### config.mk
export PLATFORM = sky130hd
export DESIGN_NAME = activation_execution
export DESIGN_NICKNAME = d
export VERILOG_FILES = /design/src/rtl/activation_execution.sv
export SDC_FILE = /design/constraint.sdc
export NUM_CORES = 2
export LEC_CHECK = 0
export BUFFER_PORTS_ARGS = -buffer_cell sky130_fd_sc_hd__buf_2
export CAP_MARGIN = 0
export CORE_MARGIN = 5
export CORE_UTILIZATION = 60
export CTS_CLUSTER_DIAMETER = 80
export DETAILED_ROUTE_END_ITERATION = 12
export MAX_ROUTING_LAYER = met4
export PLACE_DENSITY_LB_ADDON = 0.05
export SLEW_MARGIN = 20
export SYNTH_ARGS = -nofsm -noshare
export SYNTH_HDL_FRONTEND = slang
export SYNTH_SLANG_ARGS = --single-unit
export TNS_END_PERCENT = 50
### constraint.sdc
create_clock -name clk -period 23.6 [get_ports clk]
set_input_delay 2.36 -clock clk [delete_from_list [all_inputs] [get_ports clk]]
set_output_delay 2.36 -clock clk [all_outputs]
set_load 0.1 [all_outputs]
### src/rtl/activation_execution.sv
// activation_execution
//   Multi-mode elementwise activation engine. Each launch streams
//   ceil(length/TILE_ELEMS) tiles from buffer x_buffer_id, applies the selected
//   activation (IDENTITY / RELU / LEAKY / CLAMP) to every element and writes the
//   result tile to buffer dest_buffer_id. One tile is in flight at a time; the
//   only storage is the registered output tile.
//
//   state   | meaning
//   --------+--------------------------------------------------------------
//   IDLE    | waiting for start; configuration inputs are sampled on start
//   WAIT_RD | read request issued for vec_tile_index, waiting for valid
//   WRITE   | activated tile presented, waiting for vec_write_ready
//   DONE    | one-cycle completion pulse, then IDLE
//
// Ports
//   clk, rst                  clock, asynchronous active-high reset
//   start, abort              launch (IDLE only) / cancel (any non-IDLE state)
//   mode, leaky_shift,
//   clamp_max                 activation configuration, latched on launch
//   x_buffer_id,
//   dest_buffer_id, length    source / destination buffers and element count
//   busy, done, aborted       status; done and aborted are one-cycle pulses
//   vec_read_*                tile read request / response
//   vec_write_*               tile write request with ready backpressure
//   vec_tile_index            index of the tile currently being read/written

module activation_execution #(
    parameter int DATA_WIDTH   = 8,
    parameter int TILE_ELEMS   = 32,
    parameter int LEN_WIDTH    = 10,
    parameter int BUF_ID_WIDTH = 5
) (
    input  logic                               clk,
    input  logic                               rst,
    input  logic                               start,
    input  logic                               abort,
    input  logic [1:0]                         mode,
    input  logic [2:0]                         leaky_shift,
    input  logic [DATA_WIDTH-1:0]              clamp_max,
    input  logic [BUF_ID_WIDTH-1:0]            x_buffer_id,
    input  logic [BUF_ID_WIDTH-1:0]            dest_buffer_id,
    input  logic [LEN_WIDTH-1:0]               length,
    output logic                               busy,
    output logic                               done,
    output logic                               aborted,
    output logic                               vec_read_enable,
    output logic [BUF_ID_WIDTH-1:0]            vec_read_buffer_id,
    input  logic [TILE_ELEMS*DATA_WIDTH-1:0]   vec_read_tile,
    input  logic                               vec_read_valid,
    output logic                               vec_write_enable,
    input  logic                               vec_write_ready,
    output logic [BUF_ID_WIDTH-1:0]            vec_write_buffer_id,
    output logic [TILE_ELEMS*DATA_WIDTH-1:0]   vec_write_tile,
    output logic [LEN_WIDTH-1:0]               vec_tile_index
);

    localparam int TILE_W = TILE_ELEMS * DATA_WIDTH;
    localparam int CNT_W  = LEN_WIDTH + 1;
    // wide enough for tile_index*TILE_ELEMS + lane without overflow
    localparam int BASE_W = LEN_WIDTH + $clog2(TILE_ELEMS) + 1;

    localparam logic [1:0] MODE_IDENTITY = 2'd0;
    localparam logic [1:0] MODE_RELU     = 2'd1;
    localparam logic [1:0] MODE_LEAKY    = 2'd2;
    localparam logic [1:0] MODE_CLAMP    = 2'd3;

    typedef enum logic [1:0] {
        S_IDLE    = 2'd0,
        S_WAIT_RD = 2'd1,
        S_WRITE   = 2'd2,
        S_DONE    = 2'd3
    } state_t;

    state_t state;
    state_t state_next;

    logic [1:0]                   mode_q;
    logic [2:0]                   shift_q;
    logic signed [DATA_WIDTH-1:0] clamp_q;
    logic [LEN_WIDTH-1:0]         len_q;
    logic [LEN_WIDTH-1:0]         last_idx_q;

    logic                         launch;
    logic                         len_zero;
    logic                         is_last;
    logic                         write_accept;
    logic                         read_capture;
    logic [CNT_W-1:0]             tile_count;
    logic [BASE_W-1:0]            tile_base;
    logic [BASE_W-1:0]            len_ext;
    logic [TILE_W-1:0]            act_tile;

    // ------------------------------------------------------------------
    // Per-element activation. Results never widen; LEAKY relies on the
    // arithmetic shift for floor rounding of negative values.
    // ------------------------------------------------------------------
    function automatic logic [DATA_WIDTH-1:0] activate(
        input logic signed [DATA_WIDTH-1:0] x,
        input logic [1:0]                   sel,
        input logic [2:0]                   shamt,
        input logic signed [DATA_WIDTH-1:0] cmax
    );
        logic [DATA_WIDTH-1:0] y;
        y = x;
        case (sel)
            MODE_RELU: begin
                if (x[DATA_WIDTH-1]) y = '0;
            end
            MODE_LEAKY: begin
                if (x[DATA_WIDTH-1]) y = x >>> shamt;
            end
            MODE_CLAMP: begin
                // a negative bound makes the clamp window empty: everything is 0
                if (cmax[DATA_WIDTH-1] || x[DATA_WIDTH-1]) y = '0;
                else if (x > cmax)                         y = cmax;
            end
            default: y = x;
        endcase
        return y;
    endfunction

    // ------------------------------------------------------------------
    // Lane datapath: activate each element, zero lanes past length.
    // ------------------------------------------------------------------
    assign tile_base = BASE_W'(vec_tile_index) * BASE_W'(TILE_ELEMS);
    assign len_ext   = BASE_W'(len_q);

    for (genvar g = 0; g < TILE_ELEMS; g++) begin : g_lane
        logic [BASE_W-1:0] pos;
        assign pos = tile_base + BASE_W'(g);
        assign act_tile[g*DATA_WIDTH +: DATA_WIDTH] =
            (pos < len_ext)
                ? activate($signed(vec_read_tile[g*DATA_WIDTH +: DATA_WIDTH]),
                           mode_q, shift_q, clamp_q)
                : '0;
    end

    // ------------------------------------------------------------------
    // Control decode
    // ------------------------------------------------------------------
    assign launch       = (state == S_IDLE) && start;
    assign len_zero     = (length == '0);
    assign is_last      = (vec_tile_index == last_idx_q);
    assign write_accept = (state == S_WRITE) && vec_write_ready && !abort;
    assign read_capture = (state == S_WAIT_RD) && vec_read_valid && !abort;
    assign tile_count   = (CNT_W'(length) + CNT_W'(TILE_ELEMS - 1)) / CNT_W'(TILE_ELEMS);

    // ------------------------------------------------------------------
    // FSM: state register
    // ------------------------------------------------------------------
    always_ff @(posedge clk or posedge rst) begin
        if (rst) state <= S_IDLE;
        else     state <= state_next;
    end

    // ------------------------------------------------------------------
    // FSM: next state. Abort wins over valid/ready in the same cycle.
    // ------------------------------------------------------------------
    always_comb begin
        state_next = state;
        case (state)
            S_IDLE: begin
                if (start) state_next = len_zero ? S_DONE : S_WAIT_RD;
            end
            S_WAIT_RD: begin
                if (abort)               state_next = S_IDLE;
                else if (vec_read_valid) state_next = S_WRITE;
            end
            S_WRITE: begin
                if (abort)                state_next = S_IDLE;
                else if (vec_write_ready) state_next = is_last ? S_DONE : S_WAIT_RD;
            end
            S_DONE: begin
                state_next = S_IDLE;
            end
            default: state_next = S_IDLE;
        endcase
    end

    // ------------------------------------------------------------------
    // FSM: state-decoded outputs
    // ------------------------------------------------------------------
    always_comb begin
        busy             = 1'b0;
        done             = 1'b0;
        vec_write_enable = 1'b0;
        case (state)
            S_WAIT_RD: begin
                busy = 1'b1;
            end
            S_WRITE: begin
                busy             = 1'b1;
                vec_write_enable = 1'b1;
            end
            S_DONE: begin
                busy = 1'b1;
                done = 1'b1;
            end
            default: begin
                busy = 1'b0;
            end
        endcase
    end

    // ------------------------------------------------------------------
    // Registered pulses, latched configuration and tile datapath
    // ------------------------------------------------------------------
    always_ff @(posedge clk or posedge rst) begin
        if (rst) begin
            vec_read_enable     <= 1'b0;
            aborted             <= 1'b0;
            mode_q              <= '0;
            shift_q             <= '0;
            clamp_q             <= '0;
            len_q               <= '0;
            last_idx_q          <= '0;
            vec_read_buffer_id  <= '0;
            vec_write_buffer_id <= '0;
            vec_write_tile      <= '0;
            vec_tile_index      <= '0;
        end else begin
            // read request is a single-cycle pulse on entry to WAIT_RD
            vec_read_enable <= (launch && !len_zero) || (write_accept && !is_last);
            aborted         <= (state != S_IDLE) && abort;

            if (launch) begin
                mode_q              <= mode;
                shift_q             <= leaky_shift;
                clamp_q             <= clamp_max;
                len_q               <= length;
                last_idx_q          <= LEN_WIDTH'(tile_count - CNT_W'(1));
                vec_read_buffer_id  <= x_buffer_id;
                vec_write_buffer_id <= dest_buffer_id;
                vec_tile_index      <= '0;
            end

            if (read_capture) begin
                vec_write_tile <= act_tile;
            end

            if (write_accept && !is_last) begin
                vec_tile_index <= vec_tile_index + LEN_WIDTH'(1);
            end
        end
    end

endmodule

== Word-level counts from Yosys, hierarchy flattened ==
Cells that the tools add are included.

* Output and inout port bits: 281
* Bits in writable memories: 0
* ROM bits: 0
* Word-level logic and storage cells: 407
* Input port bits: 295
* Bits in latches: 0
* Bits in registers: 313
* Memories kept: 0

* Add/subtract/negate cells: 34
* Bitwise operators: 0
* Div/mod/pow operators: 0
* $mul: 0
* Multiplexer cells: 205
* Equality and inequality tests: 10
* Order comparisons: 64
* Reductions and logical operators: 50
* Shift operators: 32

{| class="wikitable"
|+ Operator list
! operator !! count
|-
| 8-bit 2-to-1 mux || 128
|-
| 8-bit one-hot mux with 3 select lines || 32
|-
| 16-bit by 10-bit less-than comparator with 1-bit output || 31
|-
| 15-bit by 5-bit adder with 16-bit output (second input constant) || 16
|-
| 8-bit greater-than comparator || 32
|-
| 8-bit by 3-bit >>> shifter with 8-bit output || 32
|-
| 7-bit 2-to-1 mux || 32
|-
| 15-bit by 4-bit adder with 16-bit output (second input constant) || 8
|-
| 15-bit by 3-bit adder with 16-bit output (second input constant) || 4
|-
| 1-bit logical OR || 33
|-
| 15-bit by 2-bit adder with 16-bit output (second input constant) || 2
|-
| 10-bit 2-to-1 mux || 2
|-
| 15-bit by 1-bit adder with 16-bit output (second input constant) || 1
|-
| 15-bit by 10-bit less-than comparator with 1-bit output || 1
|-
| 2-bit 2-to-1 mux || 7
|-
| 10-bit by 5-bit adder with 11-bit output (second input constant) || 1
|-
| 10-bit by 1-bit adder with 10-bit output (second input constant) || 1
|-
| 10-bit == test || 1
|-
| 10-bit logical NOT || 1
|-
| 2-bit == test (second input constant) || 4
|-
| 1-bit logical AND || 8
|-
| 2-bit one-hot mux with 4 select lines || 1
|-
| 6-bit by 1-bit subtractor with 7-bit output (second input constant) || 1
|-
| 3-bit != test (second input constant) || 2
|-
| 8 further kinds || 14
|}

== Logic depth before layout (Yosys ltp) ==
* Word-level depth: 5
* Mapped depth: 11
* Mapped depth without buffers: 8

== Worst setup path after synthesis ==
No wires, ideal clock.

* Path kind: in2reg
* Start: input vec_read_tile[151]
* End: register vec_write_tile[147]
* Setup slack: 18.987 ns
* Arrival time: 4.527 ns
* Stages on the path: 9
* Library setup time: 0.086 ns
* Buffers on the path: 2
* Required time: 23.514 ns
* Cells stage by stage: clkbuf_1 clkinv_1 ha_1 nand4b_1 a21o_1 a221o_1 clkbuf_1 or2_2 a32oi_1

* Cells in the longest elaborated chain, start to end: 5
* Elaborated cells on any way between the ends: 9
* Those cells by class: 1 x order compare; 1 x shift; 6 x mux; 1 x reduce/logical

{| class="wikitable"
|+ RTL lines
! element !! line !! source
|-
| start, declared || 48 || <nowiki>input logic [TILE_ELEMS*DATA_WIDTH-1:0] vec_read_tile,</nowiki>
|-
| 8-bit greater-than comparator || 115 || <nowiki>else if (x > cmax) y = cmax;</nowiki>
|-
| 8-bit 2-to-1 mux || 115 ||
|-
| 8-bit 2-to-1 mux || 114 || <nowiki>if (cmax[DATA_WIDTH-1] || x[DATA_WIDTH-1]) y = '0;</nowiki>
|-
| 8-bit one-hot mux with 3 select lines * || 105 || <nowiki>case (sel)</nowiki>
|-
| 8-bit 2-to-1 mux * || 133 || <nowiki>? activate($signed(vec_read_tile[g*DATA_WIDTH +: DATA_WIDTH]),</nowiki>
|-
| end signal, assigned || 238 || <nowiki>vec_write_tile <= act_tile;</nowiki>
|-
| end, declared || 53 || <nowiki>output logic [TILE_ELEMS*DATA_WIDTH-1:0] vec_write_tile,</nowiki>
|}

Every way passes the cells marked *; elsewhere a longest branch is shown, timed or not.
A chain may end at the register's enable or synchronous reset.

== Worst setup path after layout ==
* Start: input abort
* End: register vec_write_tile[37]

* Cells in the longest elaborated chain, start to end: 2

{| class="wikitable"
|+ RTL lines
! element !! line !! source
|-
| start, declared || 36 || <nowiki>input logic abort,</nowiki>
|-
| 1-bit logical NOT || 145 || <nowiki>assign read_capture = (state == S_WAIT_RD) && vec_read_valid && !abort;</nowiki>
|-
| 1-bit logical AND || 145 ||
|}

No other way between the ends.

==> results_dict.tcl <==
set metrics [dict create \
    ant_nets 0 \
    multi_input_area_mm2 0.02424 \
    yosysTopAreaCell "dfrtp_1" \
    rsz0062_at_grt "no" \
    status "finished clean" \
    clock_latency_ns 0.59 \
    postSynthCellCount 4150 \
    die-area_mm2 0.06085 \
    hold_depth 2 \
    initial_core_util_pct 60.77 \
    port-buffer-count 575 \
    cts.repair.resized 0 \
    core-area_mm2 0.05531 \
    p_seq_share_pct 16.2 \
    intPower_uw 2335 \
    avgSynthCellArea_um2 8.098 \
    synth_nets 4741 \
    drc 0 \
    crit_path_start_kind "input port" \
    finalHoldViolCount 0 \
    combPwrFrac_pct 74.4 \
    worst_slew_pin_slew_ns 1.196 \
    syn-cell-area_mm2 0.03361 \
    placed_cell_area_mm2 0.03675 \
    finalCriticalPeriod_ns 4.629 \
    vias_per_cell 7.167 \
    fin_area_mm2 0.03810 \
    cts_sinks 310 \
    synth_seq_cells 310 \
    cts_root_buffer "clkbuf_16" \
    fin_skew_ns 0.01503 \
    place.gp.congestion 1.005 \
    wl_per_cell_um 27.50 \
    hp-start "vec_read_buffer_id[0]$_DFFE_PP0P_" \
    power.total_uw 6436 \
    drtIter0Drc 5629 \
    num_rows 86 \
    path_max_fanout 10 \
    cts_buffer_depth 3 \
    netlist_top_cells_area "dfrtp_1, ha_1, mux2i_1" \
    ctsHoldBuffers 0 \
    htree_levels 2 \
    grt_pass1_vias 35710 \
    drv_slew 0 \
    io_pins 576 \
    synth_top_area_share_pct 23.08 \
    yosysSeqAreaShare_pct 23.08 \
    cts_tree "done" \
    ys_warn_count 0 \
    cp.arrival_ns 5.12 \
    power_leakage_uw 0.01704 \
    max_cap_viol_count 0 \
    area_growth_syn_to_layout_pct 13.38 \
    hold_class "reg2reg" \
    synthFlopType "dfrtp_1" \
    post-synth-top-count-cell "nand2_1" \
    dr.pass1.iters 8 \
    drive_gt1_share_pct 20.35 \
    clk_pin_slew_ns 0.06 \
    vias 38260 \
    die_y_um 246.7 \
    peakVddDrop_mv 0.1547 \
    fin_nets 5097 \
    critical_path_class "in2reg" \
    die_w_um 246.7 \
    seq_area_mm2 0.007787 \
    post-dp-hpwl_mm 97.01 \
    async_flop_share_pct 100.0 \
    grt_max_degree 193 \
    ys_types 83 \
    fin_crit_sh_pct 19.61 \
    grt_first_pass_wirelength_mm 217.7 \
    overflow 0 \
    clockPowerShare_pct 9.4 \
    crit_path_end_kind "register" \
    finalSetupTns_ns 0 \
    finalSetupViolCount 0 \
    postCtsSetupBuffers 0 \
    synth_edf_count 0 \
    min_to "vec_read_buffer_id[0]$_DFFE_PP0P_" \
    rr_endpoint "vec_write_tile[153]$_DFFE_PP0P_" \
    power.density_mw_per_mm2 168.9 \
    cts_buffers 39 \
    fmax_mhz 216.0 \
    switching_power_uw 4101 \
    switching_share_pct 63.72 \
    cp_data_required_time_ns 24.09 \
    grt_util_all_layers_pct 47.08 \
    routed_wl_mm 146.8 \
    slew_headroom_pct 20.06 \
    r2r_slack_ns 19.17 \
    grt_antenna_before_repair 41 \
    n_fill_cell 4776 \
    synth_commonest_cells "nand2_1, o21ai_0, a21oi_1" \
    reg2regPathDepth 7 \
    reg2reg_from "mode_q[0]$_DFFE_PP0P_" \
]
[power groups by stage]
stage | clock (uW) | combinational, uW | sequential, uW
after CTS | 601 | 4660 | 1030
after global routing | 625 | 4990 | 1060
after global placement | 0 | 4600 | 1030
after detailed placement | 0 | 4640 | 1030
after floorplan | 0 | 2190 | 2290
final | 605 | 4790 | 1040
[per-stage QoR]
stage | setup slack [ns] | hold WS (ns) | utilization, % | cells
3_5_place_dp | 18.48 | 0.4604 | 66.44 | 5213
4_1_cts | 19.12 | 0.4729 | 68.64 | 5284
5_1_grt | 18.90 | 0.5005 | 68.84 | 5325
6_report | 18.97 | 0.4705 | 68.89 | 5338
2_1_floorplan | 12.67 | 0.4657 | - | 4150
3_3_place_gp | 18.61 | 0.4544 | 66.42 | 5212
[sequential cells by signal, indices dropped and copies added, names as in the netlist, 2 cells and up]
signal               cells
len_q                   10
last_idx_q               7
mode_q                   2
vec_write_tile         256
shift_q                  3
vec_write_buffer_id      5
clamp_q                  8
vec_tile_index          10
state                    2
vec_read_buffer_id       5
[logic make-up after synthesis]
logic type	count (synthesis)	synth area share, %
compound gates	1516	29.40
buf+inv	441	5.045
fa+ha+maj	306	11.32
xor+xnor	14	0.3648
mux	404	15.17
flops	310	23.08
simple gates	1159	15.61
[cell usage in the layout (no fill, tap or decap), types with 89 or more instances in the layout]
master / n
a21oi_1: 397
a32oi_1: 89
buf_2: 575
dfrtp_1: 298
ha_1: 296
inv_1: 110
mux2i_1: 253
nand2_1: 584
nor2_1: 200
o21ai_0: 411
[worst max-delay path, stage by stage]
cell	delay [ns]
buf_2	0.13
and4bb_1	0.46
and4_1	0.52
o21ai_0	0.15
buf_4	0.20
a21oi_1	0.74
nand2_1	0.28
o21ai_0	0.27
[layout make-up]
cell class | instances | area share (%)
clock inverters | 12 | 0.2594
clock buffers | 59 | 2.942
repair buffers | 624 | 8.616
multi-input cells | 3399 | 63.61
inverters | 132 | 1.327
well taps | 748 | 2.456
flip-flops and latches | 310 | 20.44
diodes | 54 | 0.3546
[layer usage]
| metal | GRT usage, % | share of wire [%] | vias up |
|---|---|---|---|
| li1 | - | - | 16560 |
| met1 | 58.41 | 35 | 17920 |
| met3 | 14.47 | 15 | 777 |
| met4 | 29.93 | 7.8 | 0 |
| met2 | 66.73 | 42 | 3003 |
| met5 | - | 0 | - |
[how the worst max path moves through the flow]
stage | startpoint | endpoint | slack, ns | depth (start not counted)
floorplan | rst | aborted$_DFF_PP0_ | 12.67 | 1
global placement | abort | vec_write_tile[32]$_DFFE_PP0P_ | 18.61 | 8
detailed placement | abort | vec_write_tile[37]$_DFFE_PP0P_ | 18.48 | 8
CTS | abort | vec_write_tile[37]$_DFFE_PP0P_ | 19.12 | 8
global route | abort | vec_write_tile[5]$_DFFE_PP0P_ | 18.90 | 8
finish | abort | vec_write_tile[37]$_DFFE_PP0P_ | 18.97 | 8
Power figures use the tool's default switching activity.
